--- config.mk ---
export PLATFORM = sky130hd
export DESIGN_NAME = find_min_5_vals_cascading_flat
export DESIGN_NICKNAME = d
export VERILOG_FILES = /design/src/rtl/find_min_5_vals_cascading_if.sv /design/src/rtl/find_min_5_vals_cascading.sv /design/src/flat_wrapper.sv
export SDC_FILE = /design/constraint.sdc
export NUM_CORES = 1
export LEC_CHECK = 0
export CAP_MARGIN = 10
export CORE_MARGIN = 2
export CORE_UTILIZATION = 50
export CTS_CLUSTER_SIZE = 8
export DETAILED_ROUTE_END_ITERATION = 7
export HOLD_SLACK_MARGIN = 0.1
export PLACE_DENSITY = 0.78
export SLEW_MARGIN = 20
export SYNTH_ARGS = -nofsm -noshare
export SYNTH_HDL_FRONTEND = slang
export SYNTH_SLANG_ARGS = --single-unit
--- constraint.sdc ---
create_clock -name clock -period 2.63 [get_ports clock]
set_input_delay 0.3945 -clock clock [delete_from_list [all_inputs] [get_ports clock]]
set_output_delay 0.3945 -clock clock [all_outputs]
set_load 0.005 [all_outputs]
--- src/rtl/find_min_5_vals_cascading_if.sv ---
// Sample-set bus for the five-input minimum finder.
// Master drives the candidates, slave returns the selected minimum.
interface find_min_5_vals_cascading_if #(
   parameter int WIDTH = 8
);
   logic             in_valid;
   logic [WIDTH-1:0] input1;
   logic [WIDTH-1:0] input2;
   logic [WIDTH-1:0] input3;
   logic [WIDTH-1:0] input4;
   logic [WIDTH-1:0] input5;
   logic [2:0]       output_index;
   logic [WIDTH-1:0] min_value;
   logic             out_valid;

   modport master (
      output in_valid,
      output input1,
      output input2,
      output input3,
      output input4,
      output input5,
      input  output_index,
      input  min_value,
      input  out_valid
   );

   modport slave (
      input  in_valid,
      input  input1,
      input  input2,
      input  input3,
      input  input4,
      input  input5,
      output output_index,
      output min_value,
      output out_valid
   );
endinterface

--- src/rtl/find_min_5_vals_cascading.sv ---
// Three-stage pipelined minimum of five unsigned samples.
// Returns the 1-based index of the minimum; lower index wins ties.
module find_min_5_vals_cascading #(
   parameter int WIDTH = 8
) (
   input logic clock,
   input logic reset,
   find_min_5_vals_cascading_if.slave bus
);
   logic [WIDTH-1:0] a_val, b_val, e1_val;
   logic [2:0]       a_idx, b_idx;
   logic             v1;

   logic [WIDTH-1:0] c_val, e2_val;
   logic [2:0]       c_idx;
   logic             v2;

   logic [WIDTH-1:0] min_q;
   logic [2:0]       idx_q;
   logic             vld_q;

   // Strict less-than everywhere so the earlier operand keeps ties
   always_ff @(posedge clock) begin
      if (reset) begin
         a_val  <= '0;
         a_idx  <= '0;
         b_val  <= '0;
         b_idx  <= '0;
         e1_val <= '0;
         v1     <= 1'b0;
      end else begin
         if (bus.input2 < bus.input1) begin
            a_val <= bus.input2;
            a_idx <= 3'd2;
         end else begin
            a_val <= bus.input1;
            a_idx <= 3'd1;
         end
         if (bus.input4 < bus.input3) begin
            b_val <= bus.input4;
            b_idx <= 3'd4;
         end else begin
            b_val <= bus.input3;
            b_idx <= 3'd3;
         end
         e1_val <= bus.input5;
         v1     <= bus.in_valid;
      end
   end

   always_ff @(posedge clock) begin
      if (reset) begin
         c_val  <= '0;
         c_idx  <= '0;
         e2_val <= '0;
         v2     <= 1'b0;
      end else begin
         if (b_val < a_val) begin
            c_val <= b_val;
            c_idx <= b_idx;
         end else begin
            c_val <= a_val;
            c_idx <= a_idx;
         end
         e2_val <= e1_val;
         v2     <= v1;
      end
   end

   // Outputs hold between valid results; bubbles never touch them
   always_ff @(posedge clock) begin
      if (reset) begin
         min_q <= '0;
         idx_q <= '0;
         vld_q <= 1'b0;
      end else begin
         vld_q <= v2;
         if (v2) begin
            if (e2_val < c_val) begin
               min_q <= e2_val;
               idx_q <= 3'd5;
            end else begin
               min_q <= c_val;
               idx_q <= c_idx;
            end
         end
      end
   end

   assign bus.output_index = idx_q;
   assign bus.min_value    = min_q;
   assign bus.out_valid    = vld_q;
endmodule

--- src/flat_wrapper.sv ---
// flat-port wrapper written by rule: the top's interface ports become plain ports
module find_min_5_vals_cascading_flat 
#(
   parameter int WIDTH = 8
)
  (clock, reset, bus_in_valid, bus_input1, bus_input2, bus_input3, bus_input4, bus_input5, bus_output_index, bus_min_value, bus_out_valid);
  find_min_5_vals_cascading_if #(.WIDTH(WIDTH)) bus_i ();
  input logic clock;
  input logic reset;
  input wire logic [$bits(bus_i.in_valid)-1:0] bus_in_valid;
  input wire logic [$bits(bus_i.input1)-1:0] bus_input1;
  input wire logic [$bits(bus_i.input2)-1:0] bus_input2;
  input wire logic [$bits(bus_i.input3)-1:0] bus_input3;
  input wire logic [$bits(bus_i.input4)-1:0] bus_input4;
  input wire logic [$bits(bus_i.input5)-1:0] bus_input5;
  output wire logic [$bits(bus_i.output_index)-1:0] bus_output_index;
  output wire logic [$bits(bus_i.min_value)-1:0] bus_min_value;
  output wire logic [$bits(bus_i.out_valid)-1:0] bus_out_valid;
  assign bus_i.in_valid = bus_in_valid;
  assign bus_i.input1 = bus_input1;
  assign bus_i.input2 = bus_input2;
  assign bus_i.input3 = bus_input3;
  assign bus_i.input4 = bus_input4;
  assign bus_i.input5 = bus_input5;
  assign bus_output_index = bus_i.output_index;
  assign bus_min_value = bus_i.min_value;
  assign bus_out_valid = bus_i.out_valid;
  find_min_5_vals_cascading #(.WIDTH(WIDTH)) u_core (.clock(clock), .reset(reset), .bus(bus_i));
endmodule
==> results.cfg <==
[logic_synthesis]
synth_cell_type_count = 30
syn_inst = 276
synth_top_area_cell = dfxtp_1
synth_top_area_share = 0.4383
yosysWarnings = 0
synth_compound_area_frac = 0.1087
synthAdderAreaFrac = 0.1257
synth_common_cells = 61 x dfxtp_1, 41 x nor2_1, 34 x mux2i_1
async_reset_ff_frac = 0
synth-edff-count = 0
synth_top_family_by_area = simple AND/OR/NAND/NOR gates
muxShareOfSynthArea = 0.1221
netlist_top_cells_area = dfxtp_1 44%, ha_1 13%, mux2i_1 12%, nor2_1 5.5%, nor2b_1 4.7%
yosys.area_share.xor_xnor = 0
syn_nets = 347
yosysMostFrequentCell = dfxtp_1
yosysSeqAreaShare = 0.4383
synth-seq-cells = 61
synthFlopType = dfxtp_1
syn_area_per_cell_um2 = 10.10
netlist_area_um2 = 2786
yosys.area_share.simple = 0.1329

[critical_path]
cp_max_fo = 10
start_kind = input port
r2r_cells = 7
crit_required_ns = 2.82
worstPathArrival_ns = 2.57
crit_type = input port to register
critPathCaptureType = register

[clock_network]
clock_sinks = 61
clk_pin_slew_ns = 0.06
htreeDepth = 3
clockBufferDepth = 2
cts_setup_buffers = 0
cts_resized = 0
cts_made_buffers = 9
clk_latency_ns = 0.33
hold_buffers = 0
cts_tree = built
cts_root_buffer = clkbuf_8

[hold_path]
hold_depth = 1
timing.hold.worst.class = register to register

[placement]
dpl.hpwl_um = 3649
gp_congestion = 0.7792
io_buffers = 54

[grt]
grt_max_degree = 38
grt_pass1_wl_um = 8162
globalRouteTotalUtil = 0.1706
grt_pass1_vias = 1969
antenna_found_initial = 0
grt.overflow.total = 0

[final_layout]
nNetsFinal = 402
syn2layout_area_growth_pct = 25.95
diodes = 0
finish.utilization = 0.6453
drive_gt1_frac = 0.07164

[floorplanning]
placementRows = 27
coreArea_um2 = 5439
io_pins = 55
die_h_um = 78.65
dieArea_um2 = 6186
start_util = 0.5123
die_w_um = 78.65

[detailed_routing]
wl_um = 4661
ant_nets = 0
wire_per_inst_um = 11.45
vias_per_cell = 4.951
vias = 2015
initialDrtViolationCount = 25
post-route-drc-count = 0
dr.pass1.iters = 4

[timing]
timing.final.crit_share = 0.9065
drv_slew = 0
timing_hold_violations_final = 0
slew_headroom = 0.3367
fin_skew_ns = 0.006713
rsz0062_at_grt = false
period_minus_slack_ns = 2.384
holdWs_ns = 0.4290
tightest_slew_ns = 0.9890
setup_violations = 0
max_freq_mhz = 419.5

[outcome]
status = completed

[power]
totalPowerFinal_w = 0.002142
ir_drop_mv = 0.2925
leakage_nw = 1.548
power_density_nw_per_um2 = 610.4

[job]
max-cap-violations = 0
## worst max-delay path, cell delays in order
cell and delay (ns):
clkdlybuf4s50_1 0.48, inv_1 0.05, ha_1 0.32, nand4_1 0.12, o31ai_2 0.86, mux2i_1 0.29, nor2_1 0.05
## routing by layer
| layer | track usage | vias up | share of wire |
|---|---|---|---|
| li1 | - | 1041 | - |
| met1 | 0.1821 | 911 | 0.45 |
| met2 | 0.2949 | 54 | 0.48 |
| met3 | 0.05977 | 9 | 0.050 |
| met4 | 0.08947 | 0 | 0.021 |
| met5 | 0 | - | 0 |
## registers in the layout, summed over array words and instances (netlist names)
name and flops:
u_core.bus.min_value 8, u_core.b_val 8, u_core.v2 1, u_core.e2_val 8
u_core.v1 1, u_core.a_idx 2, u_core.bus.out_valid 1, u_core.b_idx 2
u_core.a_val 8, u_core.e1_val 8, u_core.bus.output_index 3, u_core.c_val 8
u_core.c_idx 3
## cell families (layout without fill, tap and decap cells)
family          Yosys count  count (layout)
mux                      34              34
simple gates             75              75
buf+inv                  43             102
compound gates           35              35
fa+ha+maj                28              28
flops                    61              61
## path summary, 6_finish.rpt
| kind | slack, ns | start | end |
|---|---|---|---|
| worst max register to register | 0.60 | u_core.c_val[6] | u_core.bus.min_value[7] |
| worst min register to register | 0.43 | u_core.e1_val[1] | u_core.e2_val[1] |
| worst min-delay path | 0.43 | u_core.e1_val[1] | u_core.e2_val[1] |
| worst max-delay path | 0.25 | bus_input3[6] | u_core.b_val[6] |
## layout make-up
| type | count | area, um^2 |
|---|---|---|
| Tap cell | 72 | 90.09 |
| Fill cell | 479 | 1929 |
| Inverter | 30 | 112.6 |
| Sequential cell | 61 | 1221 |
| Timing Repair Buffer | 57 | 558.0 |
| Multi-Input combinational cell | 172 | 1369 |
| Clock inverter | 2 | 10.01 |
| Clock buffer | 13 | 148.9 |
## cells in the final DEF (no fill, tap or decap), types with 2 or more instances in the layout
cell type,netlist,final
dfxtp_1,61,61
clkdlybuf4s50_1,0,53
nor2_1,41,41
mux2i_1,34,34
inv_1,30,30
ha_1,28,28
nor2b_1,21,21
clkbuf_8,2,10
a211oi_1,8,8
nand2b_1,5,5
a21oi_1,5,5
a21o_1,4,4
nand4_1,3,3
o21a_1,3,3
a41o_1,3,3
clkbuf_1,5,3
buf_4,0,3
nand3_1,2,2
a311oi_1,2,2
o31ai_2,1,2
a2111oi_2,2,2
clkinv_2,0,2
## stage by stage
| stage | TNS [ns] | std cells | setup WS [ns] | cell area (um^2) |
|---|---|---|---|---|
| after floorplan | 0 | 276 | 0.9907 | 2786 |
| after global placement | 0 | 392 | 0.004529 | 3351 |
| after detailed placement | -0.6087 | 392 | -0.09213 | 3351 |
| after CTS | 0 | 407 | 0.2645 | 3510 |
| after global routing | 0 | 407 | 0.1069 | 3510 |
| final | 0 | 407 | 0.2459 | 3510 |
## report_power, final
part | switching (W) | internal, W
logic | 0.000201 | 0.000241
clock network | 0.000315 | 0.000360
registers | 0.0000335 | 0.000991
No activity file was read; power rests on OpenSTA's default activity.
